## config.mk

```make
export PLATFORM = sky130hd
export DESIGN_NAME = fetch_ctrl
export DESIGN_NICKNAME = d
export VERILOG_FILES = /design/src/rtl/fetch_ctrl.sv
export SDC_FILE = /design/constraint.sdc
export NUM_CORES = 1
export LEC_CHECK = 0
export BUFFER_PORTS_ARGS = -buffer_cell sky130_fd_sc_hd__buf_4
export CAP_MARGIN = 20
export CORE_MARGIN = 2
export CORE_UTILIZATION = 41
export DETAILED_ROUTE_END_ITERATION = 8
export GPL_TIMING_DRIVEN = 0
export PLACE_DENSITY = 0.57
export SKIP_CTS_REPAIR_TIMING = 1
export SLEW_MARGIN = 0
export SYNTH_ARGS = -nofsm -noshare
export SYNTH_HDL_FRONTEND = slang
export SYNTH_SLANG_ARGS = --single-unit
```

## constraint.sdc

```tcl
create_clock -name clk -period 6.19 [get_ports clk]
set_input_delay 0.3095 -clock clk [delete_from_list [all_inputs] [get_ports clk]]
set_output_delay 0.3095 -clock clk [all_outputs]
set_load 0.01 [all_outputs]
```

## src/rtl/fetch_ctrl.sv

```systemverilog
`default_nettype none
// fetch_ctrl: PC owner that assembles 16-bit little-endian instructions from byte-wide ROM
// reads into a FWFT prefetch queue. Optional macro FETCH_STATS_EN adds push/stall counters.
module fetch_ctrl #(
  parameter int          DEPTH     = 4,
  parameter logic [15:0] RESET_PC  = 16'h0000,
  parameter logic [15:0] MEM_LIMIT = 16'h0032
) (
  input  logic        clk,
  input  logic        rst,
  output logic        mem_rd_en,
  output logic [15:0] mem_addr,
  input  logic [7:0]  mem_rdata,
  output logic        instr_valid,
  input  logic        instr_ready,
  output logic [15:0] instr_data,
  output logic [15:0] instr_pc,
  input  logic        redirect_valid,
  input  logic [15:0] redirect_pc
`ifdef FETCH_STATS_EN
  ,
  output logic [31:0] stat_fetched,
  output logic [31:0] stat_stall
`endif
);

  localparam int PTR_W = $clog2(DEPTH);
  localparam int CNT_W = PTR_W + 1;

  localparam logic [0:0] FETCH_LO = 1'b0;
  localparam logic [0:0] FETCH_HI = 1'b1;

  logic [0:0]       state_q, state_d;
  logic [15:0]      pc_q, pc_d;
  logic [7:0]       lo_q, lo_d;
  logic [CNT_W-1:0] count_q, count_d;
  logic [PTR_W-1:0] rd_ptr_q, rd_ptr_d;
  logic [PTR_W-1:0] wr_ptr_q, wr_ptr_d;
  logic [15:0]      data_q [DEPTH];
  logic [15:0]      tag_q  [DEPTH];

  logic        full;
  logic        below_limit;
  logic        push;
  logic        pop;
  logic [15:0] push_data;

  assign full        = (count_q == CNT_W'(DEPTH));
  assign below_limit = (pc_q < MEM_LIMIT);

  always_ff @(posedge clk or posedge rst) begin
    if (rst) begin
      state_q <= FETCH_LO;
      pc_q    <= RESET_PC;
      lo_q    <= 8'h00;
    end else begin
      state_q <= state_d;
      pc_q    <= pc_d;
      lo_q    <= lo_d;
    end
  end

  // Redirect overrides everything: the in-flight fetch is abandoned and nothing is pushed.
  always_comb begin
    state_d   = state_q;
    pc_d      = pc_q;
    lo_d      = lo_q;
    push      = 1'b0;
    push_data = 16'h0000;
    if (redirect_valid) begin
      state_d = FETCH_LO;
      pc_d    = redirect_pc & 16'hFFFE;
    end else begin
      case (state_q)
        FETCH_LO: begin
          if (!full) begin
            if (below_limit) begin
              lo_d    = mem_rdata;
              state_d = FETCH_HI;
            end else begin
              push = 1'b1;
              pc_d = pc_q + 16'd2;
            end
          end
        end
        FETCH_HI: begin
          push      = 1'b1;
          push_data = {mem_rdata, lo_q};
          pc_d      = pc_q + 16'd2;
          state_d   = FETCH_LO;
        end
      endcase
    end
  end

  always_comb begin
    mem_rd_en = 1'b0;
    mem_addr  = pc_q;
    case (state_q)
      FETCH_LO: mem_rd_en = !full && below_limit;
      FETCH_HI: begin
        mem_rd_en = 1'b1;
        mem_addr  = pc_q + 16'd1;
      end
    endcase
    if (rst) mem_rd_en = 1'b0;
  end

  assign instr_valid = (count_q != '0);
  assign instr_data  = data_q[rd_ptr_q];
  assign instr_pc    = tag_q[rd_ptr_q];
  assign pop         = instr_valid && instr_ready && !redirect_valid;

  always_comb begin
    count_d  = count_q + CNT_W'(push) - CNT_W'(pop);
    rd_ptr_d = pop  ? rd_ptr_q + PTR_W'(1) : rd_ptr_q;
    wr_ptr_d = push ? wr_ptr_q + PTR_W'(1) : wr_ptr_q;
    if (redirect_valid) begin
      count_d  = '0;
      rd_ptr_d = '0;
      wr_ptr_d = '0;
    end
  end

  always_ff @(posedge clk or posedge rst) begin
    if (rst) begin
      count_q  <= '0;
      rd_ptr_q <= '0;
      wr_ptr_q <= '0;
      for (int i = 0; i < DEPTH; i++) begin
        data_q[i] <= 16'h0000;
        tag_q[i]  <= 16'h0000;
      end
    end else begin
      count_q  <= count_d;
      rd_ptr_q <= rd_ptr_d;
      wr_ptr_q <= wr_ptr_d;
      if (push) begin
        data_q[wr_ptr_q] <= push_data;
        tag_q[wr_ptr_q]  <= pc_q;
      end
    end
  end

`ifdef FETCH_STATS_EN
  logic [31:0] fetched_q;
  logic [31:0] stall_q;
  logic        stall_cycle;

  assign stall_cycle = (state_q == FETCH_LO) && full && !redirect_valid;

  always_ff @(posedge clk or posedge rst) begin
    if (rst) begin
      fetched_q <= 32'h0;
      stall_q   <= 32'h0;
    end else begin
      if (push && (fetched_q != 32'hFFFF_FFFF))
        fetched_q <= fetched_q + 32'd1;
      if (stall_cycle && (stall_q != 32'hFFFF_FFFF))
        stall_q <= stall_q + 32'd1;
    end
  end

  assign stat_fetched = fetched_q;
  assign stat_stall   = stall_q;
`endif

endmodule
`default_nettype wire

```

# After elaboration in Yosys (flattened, before gate mapping)

Cells that the tools add are included.

Bits in registers: 160
Output and inout port bits: 50
Input port bits: 28
Logic and storage cells: 75

$lt $le $gt $ge: 4
Mux-type cells: 32
Reductions and logical operators: 11
Add/subtract/negate cells: 6
Bitwise logic cells: 5
Eq/ne operators: 3

Operators by type and width:

| kind                                                      | number |
|---|---|
| 2-to-1 mux 16 bit                                         | 11 |
| bitwise mux 64 bit                                        | 2 |
| binary-select mux 16 bit (select 2 bit)                   | 2 |
| demux 16 bit (select 2 bit)                               | 1 |
| case mux 16 bit (2 select lines)                          | 1 |
| adder 16 x 1 -> 16 bit (second input constant)            | 1 |
| adder 16 x 2 -> 16 bit (second input constant)            | 1 |
| < comparator 16 x 6 -> 1 bit (second input constant)      | 1 |
| 2-to-1 mux 2 bit                                          | 4 |
| 2-to-1 mux 1 bit                                          | 7 |
| greater-or-equal comparator 3 bit (second input constant) | 2 |
| != test 3 bit (second input constant)                     | 2 |
| NOT 2 -> 3 bit                                            | 2 |
| case mux 1 bit (2 select lines)                           | 3 |
| adder 2 x 1 -> 2 bit (second input constant)              | 2 |
| logical AND 1 bit                                         | 4 |
| AND reduction 4 bit                                       | 1 |
| nonzero test 2 bit                                        | 2 |
| adder 3 x 1 -> 3 bit                                      | 1 |
| equality test 3 bit (second input constant)               | 1 |
| < comparator 3 x 1 -> 1 bit (second input constant)       | 1 |
| 2-to-1 mux 3 bit                                          | 1 |
| NOT 1 bit                                                 | 3 |
| nonzero test 3 bit                                        | 1 |
| other kinds (3)                                           | 4 |

# Logic depth before layout (Yosys ltp)

Depth after elaboration: 8
Mapped depth: 14

# Least setup slack after synthesis

OpenSTA, ideal clock, no wires.

Path kind: register -> register
Start point: reg pc_q[7]
End point: reg count_q[2]
Path buffers: 2
Cell stages (with the launch flop): 15
Arrival time: 2.536 ns
Setup slack: 3.523 ns
Data required time: 6.058 ns
Cell sequence: dfrtp_1 > buf_2 > nor4_4 > a41oi_2 > nor2_2 > buf_6 > or2_2 > ha_1 > inv_1 > ha_1 > inv_1 > fa_1 > xor2_1 > xnor2_1 > nor2_1

Longest elaborated chain between the ends: 8

Ends and longest elaborated chain:

| what                            | line | source |
|---|---|---|
| from (decl)                     | 34   | `logic [15:0] pc_q, pc_d;` |
| from (signal assigned)          | 58   | `pc_q <= pc_d;` |
| < comparator 16 x 6 -> 1 bit    | 49   | `assign below_limit = (pc_q < MEM_LIMIT);` |
| 2-to-1 mux 1 bit                | 77   | `if (below_limit) begin` |
| 2-to-1 mux 1 bit                | 76   | `if (!full) begin` |
| case mux 1 bit (2 select lines) | 74   | `case (state_q)` |
| 2-to-1 mux 1 bit                | 70   | `if (redirect_valid) begin` |
| adder 3 x 1 -> 3 bit            | 115  | `count_d = count_q + CNT_W'(push) - CNT_W'(pop);` |
| subtractor 3 x 1 -> 3 bit       | 115  |  |
| 2-to-1 mux 3 bit                | 118  | `if (redirect_valid) begin` |
| named net count_d[2]            | 36   | `logic [CNT_W-1:0] count_q, count_d;` |
| to (signal assigned)            | 135  | `count_q <= count_d;` |
| to (decl)                       | 36   |  |

The timed path passes the listed nets, and every way through them passes these cells.
A chain may end at the register's enable or synchronous reset.

# Worst setup path after layout

Start point: reg rd_ptr_q[1]
End point: out instr_pc[12]

Longest elaborated chain between the ends: 4

Ends and longest elaborated chain:

| what                                                 | line | source |
|---|---|---|
| from (decl)                                          | 37   | `logic [PTR_W-1:0] rd_ptr_q, rd_ptr_d;` |
| from (signal assigned)                               | 136  | `rd_ptr_q <= rd_ptr_d;` |
| NOT 2 -> 3 bit (implied by the code)                 | 111  | `assign instr_pc = tag_q[rd_ptr_q];` |
| binary-select mux 16 bit (select 2 bit)              | 111  |  |
| 2-to-1 mux 16 bit (implied by the code) (2 in a row) | 111  |  |
| to (decl)                                            | 17   | `output logic [15:0] instr_pc,` |

No other way between the ends. The select of a mux whose other input is x is not followed.

==> flow_summary.json <==
{
  "status": "finished, final reports clean",
  "period_share_pct": 54.1,
  "leakage_nw": 3.85,
  "seq_area_um2": 3880,
  "hold_viol_final": 0,
  "crit_required_ns": 5.88,
  "worst_slew_pin_slew_ns": 0.908,
  "clk_pin_slew_ns": 0.06,
  "synth_area_per_cell_um2": 14.0,
  "r2r_slack_ns": 3.15,
  "die-area_um2": 19000,
  "cts_sinks": 155,
  "path_max_fanout": 10,
  "ys_warn_count": 0,
  "antenna_found_initial": 0,
  "power.density_nw_per_um2": 411,
  "final_cells": 856,
  "drt-initial-drc-count": 294,
  "multi_input_area_um2": 3050,
  "via_count": 4683,
  "io_pins": 78,
  "row_count": 48,
  "overflow": 0,
  "cts_max_level": 4,
  "n_antenna_cell": 0,
  "dieWidth_um": 138,
  "dr.pass1.iters": 4,
  "drive_gt1_share_pct": 41.4,
  "tritoncts": "built",
  "path_class": "reg -> out",
  "cts_buffers": 17,
  "synth-seq-area-share_pct": 52.7,
  "hold_path_class": "in -> async",
  "gp_congestion": 0.804,
  "async_reset_ff_share_pct": 100,
  "routed_wl_mm": 18.0,
  "timing.final.crit_period_ns": 3.35,
  "ys.flop_type": "dfrtp_1",
  "dp_hpwl_mm": 12.3,
  "coreArea_um2": 17400,
  "fillers": 1543,
  "p_total_w": 0.00362,
  "cap_violations": 0,
  "netlist_instances": 524,
  "skew_ns": 0.00732,
  "portBuffers": 74,
  "ant_nets": 0,
  "synth_cell_types": 45,
  "grt_pass1_wl_mm": 29.0,
  "nets": 654,
  "synth_edf_count": 0,
  "synthesis.area_um2": 7360,
  "critPathLaunchType": "flop",
  "dp_cells": 824,
  "synth_seq_cells": 155,
  "grt_max_degree": 81,
  "rsz0062_at_grt": "false",
  "grt_pass1_vias": 5074,
  "cts-root-buf": "clkbuf_16",
  "area_delta_synth_final_pct": 19.7,
  "fp.dieH_um": 138,
  "grt.total_usage_pct": 20.6,
  "start_util_pct": 42.2,
  "finalSetupViolCount": 0,
  "relSlewSlack_pct": 39.5,
  "wl_per_cell_um": 21.0,
  "critPathCaptureType": "output port",
  "clock_latency_ns": 0.43,
  "route.detailed.drc": 0,
  "fmax_mhz": 299,
  "viasPerCell": 5.47,
  "cp.arrival_ns": 3.04,
  "synth_fp_nets": 560,
  "slew_viol_final": 0,
  "clock_path_buffers": 2,
  "tns_ns": 0,
  "vdd_ir_drop_max_uv": 249
}
[stage by stage]
| step | setup slack, ns | hold WS, ns | area (um2) | utilization [%] |
|---|---|---|---|---|
| 2_1_floorplan | 1.70 | 0.430 | 7360 | - |
| 3_3_place_gp | 0.0238 | 0.465 | 8200 | 47.1 |
| 3_5_place_dp | 3.13 | 0.469 | 8230 | 47.2 |
| 4_1_cts | 2.78 | 0.0538 | 8810 | 50.6 |
| 5_1_grt | 2.71 | 0.0777 | 8810 | 50.6 |
| 6_report | 2.84 | 0.0293 | 8810 | 50.6 |
[path summary, 6_finish.rpt]
check                                              from  depth (start not counted)                       to
worst min-delay path                                rst                          2  wr_ptr_q[1]$_DFFE_PP0P_
worst max-delay path            rd_ptr_q[1]$_DFFE_PP0P_                          5             instr_pc[12]
worst min register to register   data_q[15]$_DFFE_PP0P_                          1   data_q[15]$_DFFE_PP0P_
max in group asynchronous                           rst                          3   data_q[53]$_DFFE_PP0P_
min in group clk                         redirect_pc[9]                          3      pc_q[9]$_DFFE_PP0P_
worst max register to register      pc_q[1]$_DFFE_PP0P_                         13     count_q[2]$_DFF_PP0_
[state kept, by name, summed over array words and instances (netlist names)]
name,cells
data_q,64
tag_q,60
pc_q,15
lo_q,8
count_q,3
rd_ptr_q,2
wr_ptr_q,2
state_q,1
[power by group]
| part | internal (W) | switching (W) | total, W | leakage (nW) |
|---|---|---|---|---|
| Combinational | 0.000636 | 0.000568 | 0.00120 | 1.55 |
| Sequential | 0.00125 | 0.000134 | 0.00138 | 2.01 |
| Clock | 0.000570 | 0.000463 | 0.00103 | 0.282 |
[cell families (layout without fill, tap and decap cells)]
kind of cell | count (synthesis) | in the layout | share of synthesized area (%)
DFF | 155 | 155 | 52.7
buffers and inverters | 78 | 185 | 5.88
AOI/OAI and AO/OA | 96 | 96 | 11.4
muxes | 104 | 104 | 21.6
xor gates and xnor gates | 19 | 19 | 2.26
adders and majority gates | 8 | 8 | 1.46
and+or+nand+nor | 63 | 63 | 4.63
other | 1 | 1 | 0.0510
[Yosys cell counts, drive strengths merged, types with 2 or more instances]
cell	instances	area share (%)
mux2	71	12
dfrtp	155	53
or2	6	0.51
nor4	3	0.66
o211ai	6	0.61
or3	2	0.17
clkbuf	33	1.7
nor2	10	0.54
nand2b	4	0.34
nand2	26	1.3
buf	37	3.8
mux2i	2	0.27
o2111ai	4	0.48
and4	2	0.24
nand4	3	0.26
xnor2	10	1.2
o21ai	19	1.3
ha	7	1.2
o2bb2ai	64	8.5
and3	2	0.17
mux4	31	9.5
inv	8	0.41
xor2	9	1.1
[per-layer routing]
metal,track usage (%),up-vias,part of all wire (%)
li1,-,2103,-
met1,28.1,2456,45
met2,33.9,105,50
met3,3.87,19,3.4
met4,5.50,0,1.1
met5,0,-,0
[cell usage in the layout, fill, tap and decap left out, drive strengths merged, types with 3 or more instances in the layout]
master,instances
inv,18
ha,7
nand2b,4
dfrtp,155
nand4,3
nor4,3
o211ai,6
o2bb2ai,64
mux2,71
o2111ai,4
or2,6
mux4,31
buf,112
clkbuf,50
xor2,9
xnor2,10
nor2,10
nand2,26
o21ai,19
[final cells by class]
type                            instances  share of cell area, %
Buffer                                 70                   4.57
Timing Repair Buffer                   75                   6.62
Inverter                                8                  0.398
Clock inverter                         15                   1.75
Multi-Input combinational cell        291                   34.6
Tap cell                              225                   3.20
Clock buffer                           17                   4.83
Sequential cell                       155                   44.0
[critical path, stage by stage, from the launching register on]
cell      delay, ns
dfrtp_1        0.32
clkbuf_1       0.36
clkbuf_1       0.59
clkbuf_1       0.69
mux4_2         0.47
buf_4          0.17
Note: power is estimated with default switching activity, not from simulation.
